==> src/rtl/prog_seq_ctrl_pkg.sv <==
// Shared types and constants for the instruction sequencer.
// Holds the FSM state encoding and the saturating cycle-counter helper.
package prog_seq_pkg;

  typedef enum logic [2:0] {
    IDLE    = 3'd0,
    FETCH   = 3'd1,
    EXEC    = 3'd2,
    MEMWAIT = 3'd3,
    DONE    = 3'd4,
    FAULT   = 3'd5
  } seq_state_t;

  localparam int PC_W_DEF  = 12;
  localparam int LUT_DEPTH = 4;
  localparam int TMO_W     = 4;
  localparam int CYC_W     = 16;

  function automatic logic [CYC_W-1:0] sat_inc_cyc(input logic [CYC_W-1:0] v);
    return (v == {CYC_W{1'b1}}) ? v : v + {{(CYC_W-1){1'b0}}, 1'b1};
  endfunction

endpackage

==> src/rtl/prog_seq_ctrl_target_lut.sv <==
// Read-only jump/branch target table: purely combinational lookup of a
// parameter-initialised table indexed by the decoder's target select.
module target_lut
  import prog_seq_pkg::*;
#(
  parameter int                          PC_W     = PC_W_DEF,
  parameter logic [LUT_DEPTH*PC_W-1:0]   LUT_INIT = '0
) (
  input  logic [1:0]      i_sel,
  output logic [PC_W-1:0] o_target
);

  logic [PC_W-1:0] w_tab [LUT_DEPTH];

  for (genvar g = 0; g < LUT_DEPTH; g++) begin : g_tab
    assign w_tab[g] = LUT_INIT[g*PC_W +: PC_W];
  end

  assign o_target = w_tab[i_sel];

endmodule

==> src/rtl/prog_seq_ctrl.sv <==
// Program sequencer for the 9-bit core: owns the PC, steps FETCH/EXEC,
// stalls on data-memory accesses with a timeout, and gates write commits.
module prog_seq_ctrl
  import prog_seq_pkg::*;
#(
  parameter int                         PC_W       = PC_W_DEF,
  parameter logic [PC_W-1:0]            START_ADDR = '0,
  parameter int unsigned                MEM_TMO    = 15,
  parameter logic [LUT_DEPTH*PC_W-1:0]  LUT_INIT   = '0
) (
  input  logic             Clk,
  input  logic             Reset,
  input  logic             Start,
  input  logic             CtrlJump,
  input  logic             CtrlBranch,
  input  logic             CtrlLoad,
  input  logic             CtrlStore,
  input  logic             CtrlRegWr,
  input  logic             CtrlMemWr,
  input  logic             CtrlHalt,
  input  logic [1:0]       TargSel,
  input  logic             BranchCond,
  input  logic             MemReady,
  output logic [PC_W-1:0]  ProgCtr,
  output logic             RegWrCommit,
  output logic             MemWrCommit,
  output logic             MemReq,
  output logic             Busy,
  output logic             Done,
  output logic             Fault,
  output logic [CYC_W-1:0] CycleCnt
);

  localparam logic [TMO_W-1:0] TMO_LAST = TMO_W'(MEM_TMO - 1);
  localparam logic [PC_W-1:0]  PC_ONE   = {{(PC_W-1){1'b0}}, 1'b1};

  seq_state_t       r_state, w_state_nxt;
  logic [PC_W-1:0]  r_pc, w_pc_nxt;
  logic [TMO_W-1:0] r_tmo, w_tmo_nxt;
  logic [CYC_W-1:0] r_cyc, w_cyc_nxt;
  logic [PC_W-1:0]  w_target;
  logic             w_memop;
  logic             w_busy;
  logic             w_regwr_commit;
  logic             w_memwr_commit;

  target_lut #(
    .PC_W     (PC_W),
    .LUT_INIT (LUT_INIT)
  ) u_target_lut (
    .i_sel    (TargSel),
    .o_target (w_target)
  );

  assign w_memop = CtrlLoad | CtrlStore | CtrlMemWr;
  assign w_busy  = (r_state == FETCH) || (r_state == EXEC) || (r_state == MEMWAIT);

  always_comb begin
    w_state_nxt    = r_state;
    w_pc_nxt       = r_pc;
    w_tmo_nxt      = r_tmo;
    w_cyc_nxt      = w_busy ? sat_inc_cyc(r_cyc) : r_cyc;
    w_regwr_commit = 1'b0;
    w_memwr_commit = 1'b0;

    case (r_state)
      IDLE, DONE, FAULT: begin
        if (Start) begin
          w_state_nxt = FETCH;
          w_pc_nxt    = START_ADDR;
          w_cyc_nxt   = '0;
        end
      end
      FETCH: w_state_nxt = EXEC;
      EXEC: begin
        // Halt beats memory ops, which beat jump, which beats branch.
        if (CtrlHalt) begin
          w_state_nxt = DONE;
        end else if (w_memop) begin
          w_state_nxt = MEMWAIT;
          w_tmo_nxt   = '0;
        end else if (CtrlJump) begin
          w_pc_nxt       = w_target;
          w_regwr_commit = CtrlRegWr;
          w_state_nxt    = FETCH;
        end else if (CtrlBranch) begin
          w_pc_nxt    = BranchCond ? (r_pc + w_target) : (r_pc + PC_ONE);
          w_state_nxt = FETCH;
        end else begin
          w_pc_nxt       = r_pc + PC_ONE;
          w_regwr_commit = CtrlRegWr;
          w_state_nxt    = FETCH;
        end
      end
      MEMWAIT: begin
        if (MemReady) begin
          w_regwr_commit = CtrlLoad & CtrlRegWr;
          w_memwr_commit = CtrlMemWr | CtrlStore;
          w_pc_nxt       = r_pc + PC_ONE;
          w_state_nxt    = FETCH;
        end else begin
          w_tmo_nxt = r_tmo + {{(TMO_W-1){1'b0}}, 1'b1};
          if (r_tmo == TMO_LAST) w_state_nxt = FAULT;
        end
      end
      default: w_state_nxt = IDLE;
    endcase
  end

  always_ff @(posedge Clk or negedge Reset) begin
    if (!Reset) begin
      r_state <= IDLE;
      r_pc    <= START_ADDR;
      r_tmo   <= '0;
      r_cyc   <= '0;
    end else begin
      r_state <= w_state_nxt;
      r_pc    <= w_pc_nxt;
      r_tmo   <= w_tmo_nxt;
      r_cyc   <= w_cyc_nxt;
    end
  end

  assign ProgCtr     = r_pc;
  assign CycleCnt    = r_cyc;
  assign RegWrCommit = w_regwr_commit;
  assign MemWrCommit = w_memwr_commit;
  assign MemReq      = (r_state == MEMWAIT);
  assign Busy        = w_busy;
  assign Done        = (r_state == DONE);
  assign Fault       = (r_state == FAULT);

endmodule

==> config.mk <==
export PLATFORM = sky130hd
export DESIGN_NAME = prog_seq_ctrl
export DESIGN_NICKNAME = d
export VERILOG_FILES = /design/src/rtl/prog_seq_ctrl_pkg.sv /design/src/rtl/prog_seq_ctrl_target_lut.sv /design/src/rtl/prog_seq_ctrl.sv
export SDC_FILE = /design/constraint.sdc
export NUM_CORES = 1
export LEC_CHECK = 0
export ABC_CLOCK_PERIOD_IN_PS = 4900
export BUFFER_PORTS_ARGS = -buffer_cell sky130_fd_sc_hd__buf_2
export CAP_MARGIN = 20
export CELL_PAD_IN_SITES_DETAIL_PLACEMENT = 0
export CELL_PAD_IN_SITES_GLOBAL_PLACEMENT = 1
export CORE_AREA = 2 2 70 72
export CTS_BUF_LIST = sky130_fd_sc_hd__clkbuf_8
export DETAILED_ROUTE_END_ITERATION = 7
export DIE_AREA = 0 0 72 74
export HOLD_SLACK_MARGIN = 0.1
export PLACE_DENSITY_LB_ADDON = 0.1
export SYNTH_ARGS = -nofsm -noshare
export SYNTH_HDL_FRONTEND = slang
export SYNTH_SLANG_ARGS = --single-unit
==> constraint.sdc <==
create_clock -name Clk -period 4.9 [get_ports Clk]
set_input_delay 1.225 -clock Clk [delete_from_list [all_inputs] [get_ports Clk]]
set_output_delay 1.225 -clock Clk [all_outputs]
set_load 0.02 [all_outputs]
==> results.md <==
* Worst-path fanout max at 5
* Vias at 1765
* Total Nets Final at 275
* DRT antenna net count at 0
* Critical Path Stages at 5
* I/O pin cnt at 48
* Die W at 72 µm
* # fillers at 461
* Clk slew on worst S/H paths at 0.07 ns
* Seq cells post-synth at 35
* Starting density of the core at 0.432
* Wire per inst at 14.1 µm
* WP data required at 3.67 ns
* Core Util, Final at 0.507
* CP arrival at 2.10 ns
* Share of layout cells above drive strength 1 at 0.252
* P&R area growth vs syn at 17.2%
* Largest net degree at the start of global routing at 36
* Synth area leaders: dfrtp_1 44%, a21oi_1 4.5%, nor2_1 3.4%
* Crit-path most repeated cell: buf_2
* Initial DRC Count at 82
* Largest area contributor in the netlist: dfrtp_1
* Pwr Density at 420 nW/µm²
* Post-Synth Adder-Cell Area at 0.0252
* EDFF count, synth at 0
* Max VDD drop at 0.252 mV
* Share of the synthesized area in the top cell type at 0.441
* Avg Synthesized Cell Area at 9.29 µm²
* Xor and xnor area share after synthesis at 0.0396
* # H-tree levels at 2
* Post-Syn Nets at 232
* Hold Path Class: reg2reg
* Setup Crit Path Kind: in2out
* Final period util at 0.678
* # hold bufs at CTS at 0
* Worst stage delay on the critical path at 0.27 ns
* Crit path max-delay cell type: nor3_4
* Post-Route WL at 4390 µm
* Clock tree root buffer cell: clkbuf_8
* Setup total negative slack at 0 ns
* Ant. Diodes at 0
* Synth warn at 0
* Slew Viols, Final at 0
* Final Hold Fails at 0
* Clock buffer count from CTS at 5
* Max Freq at 301 MHz
* Placed cells at 304
* Max-cap viol count at 0
* Skew final at 0.00646 ns
* LEAKAGE at 1.06 nW
* Compound-Gate Fraction of Synth Area at 0.157
* Status: finished, final reports clean
* Slew HR at 0.360
* Router iterations before antenna repair at 4
* RSZ-0062 raised after global routing: no
* Post-synth cell types at 53
* Multiplexer share of the synthesized area at 0.0157
* Antenna violations before repair at 0
* Critical path startpoint category: input pin
* Most common cell after layout, fill and taps aside: buf_2
* CTS resizes at 0
* Die area at 5330 µm²
* Die Span Y at 74 µm
* Vias in the first global route at 1597
* Worst skew pair latency at 0.29 ns
* Gr ovfl total at 0
* Commonest non-fill, non-tap cells in the layout: 45 x buf_2, 35 x dfrtp_1, 18 x nor2_1, 18 x a21oi_1, 14 x nand2_1
* Main synth FF type: dfrtp_1
* TritonCTS clock tree: yes
* Main combinational cell family by area after synthesis: simple AND/OR/NAND/NOR gates
* Total track usage at 0.179
* Total design power at 979 µW
* Seq/Total Area, Yosys at 0.441
* DP HPWL at 3140 µm
* Remaining DRCs at 0
* Mapped Cells at 214
* Hold WS at 0.533 ns
* Bufs on Longest Clock Path at 2
* Nature of the critical path endpoint: output port
* Port bufs at 45
* Synth Cell Area at 1990 µm²
* Final Wtd Congestion at 0.782
* Delay-heaviest family, CP: buffers and inverters
* Post-synth ARST share at 1.00
* Worst Tran Pin Value at 0.957 ns
* Crit path cell chain: buf_2 -> nor3_4 -> o2111ai_1 -> a21oi_1 -> buf_2
* Final setup viols at 0
* FF-to-FF path depth at 5
* Final std cells w/o fill at 312
* Rows at 25
* Hold Crit Depth at 1
* CTS Sinks at 35
* Crit path time final at 3.32 ns
* Critical path buffers and inverters at 2
* Core area at 4600 µm²
* First-pass GRT wire length at 7480 µm
* Setup Buffers After CTS at 0
* Simple-gate share of the synthesized area at 0.279
* DR vias/cell at 5.66
[logic make-up after synthesis]
family,count (synthesis)
flops,35
mux,3
compound gates,50
simple gates,96
fa+ha+maj,4
xor+xnor,9
buf+inv,17
[metal layers]
metal	up-vias	GRT usage	share of wire
met5	-	0	0
met4	0	0.0524	0.0039
met3	2	0.0461	0.046
met2	43	0.300	0.47
met1	836	0.230	0.48
li1	884	-	-
[synthesized netlist by cell type, types with 5 or more instances]
master   number
nand3_1       9
inv_1         8
dfrtp_1      35
o21ai_0       9
nand2_1      14
xnor2_1       6
a21oi_1      18
nor2_1       18
nor3_1       12
or3_1         8
or4_1         5
nand4_1       5
o31ai_1       5
[report_power, final]
| group | switching [mW] | internal (mW) |
|---|---|---|
| combinational | 0.227 | 0.122 |
| clock | 0.106 | 0.128 |
| sequential | 0.0622 | 0.334 |
[final cells by class]
class | count | area [µm²] | area share
multi-input combinational | 162 | 1030 | 0.441
sequential | 35 | 876 | 0.376
timing repair buffer | 45 | 225 | 0.0967
clock buffer | 7 | 96.3 | 0.0414
tap | 54 | 67.6 | 0.0290
inverter | 8 | 30.0 | 0.0129
clock inverter | 1 | 7.51 | 0.00322
[per-stage QoR]
| stage | cell area (µm²) | setup WS [ns] |
|---|---|---|
| floorplan | 1990 | 1.70 |
| global placement | 2230 | 1.58 |
| detailed placement | 2230 | 1.58 |
| CTS | 2330 | 1.58 |
| global route | 2330 | 1.46 |
| finish | 2330 | 1.58 |
[sequential cells by signal, indices dropped and copies added (netlist names)]
name	count
r_tmo	4
r_state	3
ProgCtr	12
CycleCnt	16
[worst reg2reg max path: cells and delay by family (launching register included)]
family / cells / cell delay [ns]
DFF: 1 / 0.48
and+or+nand+nor: 3 / 0.89
AOI/OAI and AO/OA: 2 / 0.58
[worst paths after layout]
kind	from	endpoint	slack (ns)
worst max-delay path	CtrlLoad	RegWrCommit	1.58
worst min-delay path	CycleCnt[14]	CycleCnt[14]	0.53
worst max register to register	r_state[0]	ProgCtr[10]	2.88
worst min register to register	CycleCnt[14]	CycleCnt[14]	0.53
max in group asynchronous	Reset	r_state[2]	3.39
min in group asynchronous	Reset	CycleCnt[14]	1.01
Note: power is estimated with default switching activity, not from simulation.
